===== config.mk =====
export PLATFORM = sky130hd
export DESIGN_NAME = rc4_prga_engine
export DESIGN_NICKNAME = d
export VERILOG_FILES = /design/src/rtl/rc4_prga_engine.sv
export SDC_FILE = /design/constraint.sdc
export NUM_CORES = 1
export LEC_CHECK = 0
export BUFFER_PORTS_ARGS = -buffer_cell sky130_fd_sc_hd__clkbuf_2
export CORE_MARGIN = 4
export CORE_UTILIZATION = 53
export DETAILED_ROUTE_END_ITERATION = 8
export GPL_TIMING_DRIVEN = 0
export MAX_ROUTING_LAYER = met4
export PLACE_DENSITY = 0.73
export SLEW_MARGIN = 20
export SYNTH_ARGS = -nofsm -noshare
export SYNTH_HDL_FRONTEND = slang
export SYNTH_SLANG_ARGS = --single-unit

===== constraint.sdc =====
create_clock -name clk -period 3.1 [get_ports clk]
set_input_delay 0.31 -clock clk [delete_from_list [all_inputs] [get_ports clk]]
set_output_delay 0.31 -clock clk [all_outputs]
set_load 0.02 [all_outputs]

===== src/rtl/rc4_prga_engine.sv =====
// RC4 keystream generator: swaps S in place, XORs ciphertext with keystream and writes plaintext.
// Latency: 10+3*RAM_LAT cycles per byte; done pulses one cycle after the last plaintext write.
// Backpressure: none; start is sampled only in IDLE, and a validity failure aborts the pass via reject.
module rc4_prga_engine #(
  parameter int unsigned MSG_LEN  = 32,
  parameter int unsigned RAM_LAT  = 1,
  parameter bit          CHECK_EN = 1'b1,
  parameter int unsigned CHAR_LO  = 97,
  parameter int unsigned CHAR_HI  = 122
) (
  input  logic       clk,
  input  logic       reset_n,
  input  logic       start,
  output logic       busy,
  output logic       done,
  output logic       reject,
  output logic [7:0] fail_index,
  output logic [7:0] s_addr,
  output logic [7:0] s_wdata,
  output logic       s_wren,
  input  logic [7:0] s_rdata,
  output logic [7:0] msg_addr,
  input  logic [7:0] msg_rdata,
  output logic [7:0] out_addr,
  output logic [7:0] out_wdata,
  output logic       out_wren
);

  typedef enum logic [3:0] {
    IDLE, NEXT_I, RD_SI, CALC_J, RD_SJ, WR_SI, WR_SJ, RD_F, XOR, CHECK, WR_OUT, DONE, REJECT
  } state_t;

  // Read states last RAM_LAT+1 cycles: one cycle to present the address, RAM_LAT to wait.
  localparam logic [2:0] LAT    = 3'(RAM_LAT);
  localparam logic [7:0] LAST_K = 8'(MSG_LEN - 1);
  localparam logic [7:0] LO     = 8'(CHAR_LO);
  localparam logic [7:0] HI     = 8'(CHAR_HI);

  state_t     state, state_d;
  logic [7:0] i, j, k, si, sj, f, ct, pt;
  logic [7:0] i_d, j_d, k_d, si_d, sj_d, f_d, ct_d, pt_d, fail_d;
  logic [2:0] cnt, cnt_d;
  logic       pt_ok;
  logic [7:0] s_addr_d, s_wdata_d, msg_addr_d, out_addr_d, out_wdata_d;
  logic       s_wren_d, out_wren_d, busy_d, done_d, reject_d;

  // Next-state and datapath updates, then the registered outputs for the state being entered.
  always_comb begin
    state_d = state;
    i_d     = i;
    j_d     = j;
    k_d     = k;
    si_d    = si;
    sj_d    = sj;
    f_d     = f;
    ct_d    = ct;
    pt_d    = pt;
    cnt_d   = cnt;
    fail_d  = fail_index;
    pt_ok   = (pt == 8'd32) || ((pt >= LO) && (pt <= HI));

    case (state)
      IDLE: begin
        i_d = 8'd0;
        j_d = 8'd0;
        k_d = 8'd0;
        if (start) begin
          state_d = NEXT_I;
          fail_d  = 8'd0;
        end
      end
      NEXT_I: begin
        i_d     = i + 8'd1;
        cnt_d   = 3'd0;
        state_d = RD_SI;
      end
      RD_SI: begin
        if (cnt == LAT) begin
          si_d    = s_rdata;
          state_d = CALC_J;
        end else begin
          cnt_d = cnt + 3'd1;
        end
      end
      CALC_J: begin
        j_d     = j + si;
        cnt_d   = 3'd0;
        state_d = RD_SJ;
      end
      RD_SJ: begin
        if (cnt == LAT) begin
          sj_d    = s_rdata;
          state_d = WR_SI;
        end else begin
          cnt_d = cnt + 3'd1;
        end
      end
      WR_SI: state_d = WR_SJ;
      WR_SJ: begin
        cnt_d   = 3'd0;
        state_d = RD_F;
      end
      RD_F: begin
        if (cnt == LAT) begin
          f_d     = s_rdata;
          ct_d    = msg_rdata;
          state_d = XOR;
        end else begin
          cnt_d = cnt + 3'd1;
        end
      end
      XOR: begin
        pt_d    = ct ^ f;
        state_d = CHECK;
      end
      CHECK: begin
        if (!CHECK_EN || pt_ok) begin
          state_d = WR_OUT;
        end else begin
          fail_d  = k;
          state_d = REJECT;
        end
      end
      WR_OUT: begin
        k_d     = k + 8'd1;
        state_d = (k == LAST_K) ? DONE : NEXT_I;
      end
      DONE:    state_d = IDLE;
      REJECT:  state_d = IDLE;
      default: state_d = IDLE;
    endcase

    // Addresses hold between accesses; enables and pulses are high only in their own state.
    s_addr_d    = s_addr;
    s_wdata_d   = s_wdata;
    s_wren_d    = 1'b0;
    msg_addr_d  = msg_addr;
    out_addr_d  = out_addr;
    out_wdata_d = out_wdata;
    out_wren_d  = 1'b0;
    busy_d      = (state_d != IDLE);
    done_d      = (state_d == DONE);
    reject_d    = (state_d == REJECT);

    case (state_d)
      RD_SI: s_addr_d = i_d;
      RD_SJ: s_addr_d = j_d;
      WR_SI: begin
        s_addr_d  = i_d;
        s_wdata_d = sj_d;
        s_wren_d  = 1'b1;
      end
      WR_SJ: begin
        s_addr_d  = j_d;
        s_wdata_d = si_d;
        s_wren_d  = 1'b1;
      end
      RD_F: begin
        s_addr_d   = si_d + sj_d;
        msg_addr_d = k_d;
      end
      WR_OUT: begin
        out_addr_d  = k_d;
        out_wdata_d = pt_d;
        out_wren_d  = 1'b1;
      end
      default: ;
    endcase
  end

  // State, datapath and output registers with synchronous active-low reset.
  always_ff @(posedge clk) begin
    if (!reset_n) begin
      state      <= IDLE;
      i          <= 8'd0;
      j          <= 8'd0;
      k          <= 8'd0;
      si         <= 8'd0;
      sj         <= 8'd0;
      f          <= 8'd0;
      ct         <= 8'd0;
      pt         <= 8'd0;
      cnt        <= 3'd0;
      fail_index <= 8'd0;
      s_addr     <= 8'd0;
      s_wdata    <= 8'd0;
      s_wren     <= 1'b0;
      msg_addr   <= 8'd0;
      out_addr   <= 8'd0;
      out_wdata  <= 8'd0;
      out_wren   <= 1'b0;
      busy       <= 1'b0;
      done       <= 1'b0;
      reject     <= 1'b0;
    end else begin
      state      <= state_d;
      i          <= i_d;
      j          <= j_d;
      k          <= k_d;
      si         <= si_d;
      sj         <= sj_d;
      f          <= f_d;
      ct         <= ct_d;
      pt         <= pt_d;
      cnt        <= cnt_d;
      fail_index <= fail_d;
      s_addr     <= s_addr_d;
      s_wdata    <= s_wdata_d;
      s_wren     <= s_wren_d;
      msg_addr   <= msg_addr_d;
      out_addr   <= out_addr_d;
      out_wdata  <= out_wdata_d;
      out_wren   <= out_wren_d;
      busy       <= busy_d;
      done       <= done_d;
      reject     <= reject_d;
    end
  end

endmodule

After elaboration in Yosys (flattened, before gate mapping)
Cells that the tools add are included.
{"block": "totals", "input_bits": 19, "word_cells": 93, "register_bits": 124, "output_inout_bits": 53}
{"block": "classes", "bitwise_logic": 1, "muxes": 24, "magnitude_cmp": 2, "reduce_logical": 16, "addsub": 5, "eq_ne": 24}
{"cell": "case mux 8 bit (2 select lines)", "count": 5}
{"cell": "two-way mux 8 bit", "count": 7}
{"cell": "case mux 4 bit (11 select lines)", "count": 1}
{"cell": "== test 4 x 3 -> 1 bit, second input constant", "count": 8}
{"cell": "== test 4 bit, second input constant", "count": 6}
{"cell": "case mux 8 bit (3 select lines)", "count": 1}
{"cell": "two-way mux 4 bit", "count": 5}
{"cell": "adder 8 x 1 -> 8 bit, second input constant", "count": 2}
{"cell": "adder 8 bit", "count": 2}
{"cell": "== test 4 x 2 -> 1 bit, second input constant", "count": 3}
{"cell": "== test 8 x 5 -> 1 bit, second input constant", "count": 1}
{"cell": "== test 8 x 6 -> 1 bit, second input constant", "count": 1}
{"cell": ">= comparator 8 x 7 -> 1 bit, second input constant", "count": 1}
{"cell": "less-or-equal comparator 8 x 7 -> 1 bit, second input constant", "count": 1}
{"cell": "XOR 8 bit", "count": 1}
{"cell": "two-way mux 3 bit", "count": 2}
{"cell": "inequality test 2 bit, second input constant", "count": 3}
{"cell": "case mux 3 bit (2 select lines)", "count": 1}
{"cell": "nonzero test 2 bit", "count": 3}
{"cell": "OR reduction 2 bit", "count": 3}
{"cell": "OR reduction 3 bit", "count": 2}
{"cell": "== test 4 x 1 -> 1 bit, second input constant", "count": 1}
{"cell": "zero test 4 bit", "count": 1}
{"cell": "AND reduction 2 bit", "count": 2}
{"cell": "8 further kinds", "count": 9}

Longest topological paths before layout
{"block": "logic_depth", "word_depth": 8, "ltp_mapped": 15, "depth_no_buf": 14}

Worst setup path after synthesis
Ideal clock, no wire load.
{"block": "synth_path", "path_kind": "reg-to-reg", "from": "reg cnt[1]", "to": "reg s_addr[6]", "n_path_buf": 0, "setup_slack_ps": -212, "t_required_ps": 2981, "arrival_ps": 3193, "setup_time_ps": 119, "stages_incl_launch_ff": 15, "period_less_slack_ps": 3312, "path_cell_list": "dfxtp_1 -> inv_1 -> ha_1 -> and4bb_2 -> nand2_1 -> mux2i_1 -> inv_1 -> ha_1 -> fa_1 -> a21o_1 -> a311o_1 -> a21oi_1 -> xor2_1 -> o22ai_2 -> o221a_1"}
{"block": "synth_between", "word_cells_on_any_way": 19, "classes_between": "1 x add/sub; 6 x eq/ne; 9 x mux; 3 x reduce/logical"}
{"element": "start: declaration", "line_no": "42", "text": "logic [2:0] cnt, cnt_d;"}
{"element": "start signal: assignment", "line_no": "205", "text": "cnt <= cnt_d;"}
{"element": "== test 3 x 1 -> 1 bit", "line_no": "78", "text": "if (cnt == LAT) begin"}
{"element": "two-way mux 8 bit", "line_no": "78"}
{"element": "two-way mux 8 bit", "line_no": "62", "text": "case (state)"}
{"element": "net si_d[0]", "line_no": "41", "text": "logic [7:0] i_d, j_d, k_d, si_d, sj_d, f_d, ct_d, pt_d, fail_d;"}
{"element": "adder 8 bit", "line_no": "159", "text": "s_addr_d = si_d + sj_d;"}
{"element": "case mux 8 bit (3 select lines)", "line_no": "145", "text": "case (state_d)"}
{"element": "end signal: assignment", "line_no": "207", "text": "s_addr <= s_addr_d;"}
{"element": "end: declaration", "line_no": "18", "text": "output logic [7:0] s_addr,"}
The timed path passes the listed nets, and every way through them passes these cells.
A chain may end at the register's enable or synchronous reset.

Worst setup path in the final report
Ends and elaborated chain as after synthesis.

==> qor.yml <==
fin_total_pwr_mw: 4.11
fin_crit_ns: 3.09
synth_area_mm2: 0.00622
yosysWarnings: 0
io_buffers: 71
synthTopCellsByArea: "dfxtp_1 40%, mux2i_1 6.4%, nor2_1 5.5%"
yosys.area.top_type: "dfxtp_1"
critPathLaunchType: "flip-flop"
die-area_mm2: 0.0135
avgSynthCellArea_um2: 8.54
rows: 39
cts_tree: "done"
drv_slew: 0
grt_usage_pct: 27.1
antenna_found_initial: 0
drc: 0
worstMarginPinSlew_ns: 1.05
fmax_ghz: 0.324
grt-ovfl-total: 0
status: "complete, no violations"
gp_congestion: 0.963
num_io_pins: 72
wl_mm: 17.2
comb_power_share_pct: 10.1
clkPwrFrac_pct: 49.9
yosys.area.top_type_share_pct: 39.9
antenna_left: 0
leakagePower_nw: 3.19
seq_power_share_pct: 40.0
area_delta_synth_final_pct: 23.1
clockRootBuffer: "clkbuf_16"
fin_nets: 870
syn-num-nets: 768
grt_max_degree: 20
cts_buffer_depth: 2
min_path_type: "in2reg"
met3WireLength_um: 934
die_y_um: 116
grt_pass1_wl_mm: 27.8
maxCapViolCount: 0
hold_buffers: 0
cts-buffers-inserted: 17
cp_max_fo: 6
ys_seq_area_share_pct: 39.9
setup_violations: 0
initial_utilization_pct: 54.3
drtIter0Drc: 444
p_sw_mw: 1.04
powerDensity_mw_per_mm2: 537
synth_edf_count: 0
cts_sinks: 124
path_class: "reg2reg"
vdd_drop_max_v: 0.000381
fin_tns_setup_ns: 0
grt_pass1_vias: 5650
route.met2.wl_mm: 8.19
mostFrequentLayoutCells: "118 x dfxtp_1, 91 x nor2_1, 72 x nand2_1"
drive_gt1_share_pct: 21.4
crit_required_ns: 3.41
diodes: 0
setup_ws_ns: 0.0120
first_pass_iters: 5
synthArstFlopShare_pct: 0
final.period_utilization_pct: 99.6
wl_met1_mm: 7.55
final_common_cell: "dfxtp_1"
finalHoldViolCount: 0
cp-end-kind: "flip-flop"
cts_htree_levels: 4
die_w_um: 116
hpwl_mm: 12.6
fin_skew_ns: 0.00863
fp.coreArea_mm2: 0.0115
grt_setup_unrepaired: "true"
intPower_mw: 3.07
synth_ff_type: "dfxtp_1"
syn_inst: 729
ys_ff_latch: 124
clkLatencyLatePin_ns: 0.42
top_layer_used: "met4"
switching_share_pct: 25.3
relSlewSlack_pct: 30.1
crit_arrival_ns: 3.40
vias: 5815
synth_cell_types: 76
path_clk_slew_ns: 0.06
pre_cts_slack_ns: -0.525
wl_per_cell_um: 17.4
viasPerCell: 5.89
Yosys cell counts (all sizes together), types with 4 or more instances:
cell type	n
or3	5
a31oi	6
ha	18
a211oi	10
o221a	6
nor2	93
mux2i	40
a21oi	63
and2	24
nand2	74
nand2b	7
dfxtp	124
buf	13
nand3	25
xor2	7
o211ai	8
inv	23
and4	4
nor3	18
or2	5
nor2b	6
a21o	5
xnor2	15
o21ai	39
and3	6
clkbuf	19
a22oi	6
a311oi	4
power by group through the flow:
stage                     Clock [mW]  Sequential (mW)  Combinational [mW]
after floorplan                    0             1.70               0.241
after global placement             0             1.68               0.382
after detailed placement           0             1.68               0.385
after CTS                       2.07             1.65               0.399
after global routing            2.15             1.65               0.446
final                           2.05             1.64               0.415
layout make-up:
| type | instances | area [um^2] |
|---|---|---|
| plain buffers | 31 | 171 |
| fillers | 950 | 3810 |
| inverters | 23 | 86.3 |
| multi-input cells | 550 | 3660 |
| well taps | 143 | 179 |
| flip-flops and latches | 124 | 2490 |
| clock buffers | 19 | 453 |
| clock inverters | 13 | 163 |
| repair buffers | 84 | 457 |
through the flow:
step                area (um^2)  utilization (%)  hold WS, ns  cells
CTS                        7550             65.9       0.0979    981
floorplan                  6250                -        0.446    729
detailed placement         6780             59.1        0.463    943
global placement           6780             59.1        0.451    943
global route               7660             66.8        0.123    987
finish                     7660             66.8        0.107    987
per-layer routing:
metal	GRT usage, %	vias up
li1	-	2803
met5	-	-
met1	34.2	2771
met2	42.7	194
met4	11.6	0
met3	4.92	47
kinds of logic (layout without fill, tap and decap cells):
kind of cell             count (synthesis)  in the layout  synth area share [%]
AO/OA/AOI/OAI                          178            178                  19.2
XOR/XNOR                                22             22                  3.10
adder cells (fa/ha/maj)                 20             20                  4.26
buffers and inverters                   55            170                  3.84
flip-flops                             124            124                  39.9
multiplexers                            40             40                  6.43
AND/OR/NAND/NOR                        290            290                  23.3
state kept, by name, indices dropped and copies added, names as in the netlist, 3 cells and up:
| register | flops |
|---|---|
| cnt | 3 |
| ct | 8 |
| f | 8 |
| fail_index | 8 |
| i | 8 |
| j | 8 |
| k | 8 |
| msg_addr | 8 |
| out_addr | 8 |
| out_wdata | 8 |
| pt | 8 |
| s_addr | 8 |
| s_wdata | 8 |
| si | 8 |
| sj | 8 |
| state | 4 |
path summary, 6_finish.rpt:
kind                       start  slack (ns)  cells after the start                      to
max          cnt[1]$_SDFFE_PN0P_        0.01                     14  s_addr[6]$_SDFFE_PN0P_
min                 msg_rdata[2]        0.11                      3      ct[2]$_SDFFE_PN0P_
min reg2reg    f[3]$_SDFFE_PN0P_        0.47                      2       f[3]$_SDFFE_PN0P_
max reg2reg  cnt[1]$_SDFFE_PN0P_        0.01                     14  s_addr[6]$_SDFFE_PN0P_
repair_timing:
action                                  in CTS  in global routing
endpoints found under the setup margin       4                  4
resized for setup                           25                 15
setup buffers                                7                  6
pin swaps                                    6                  4
critical path, stage by stage (launching register included):
cell and delay, ns:
dfxtp_2 0.34, inv_2 0.04, ha_4 0.16, and4bb_2 0.25, nand2_4 0.13, mux2i_4 0.27
inv_2 0.06, ha_4 0.17, fa_2 0.36, a21o_1 0.18, a311o_1 0.27, a21oi_2 0.18
xor2_2 0.23, o22ai_2 0.11, o221a_1 0.22
Power figures use the tool's default switching activity.
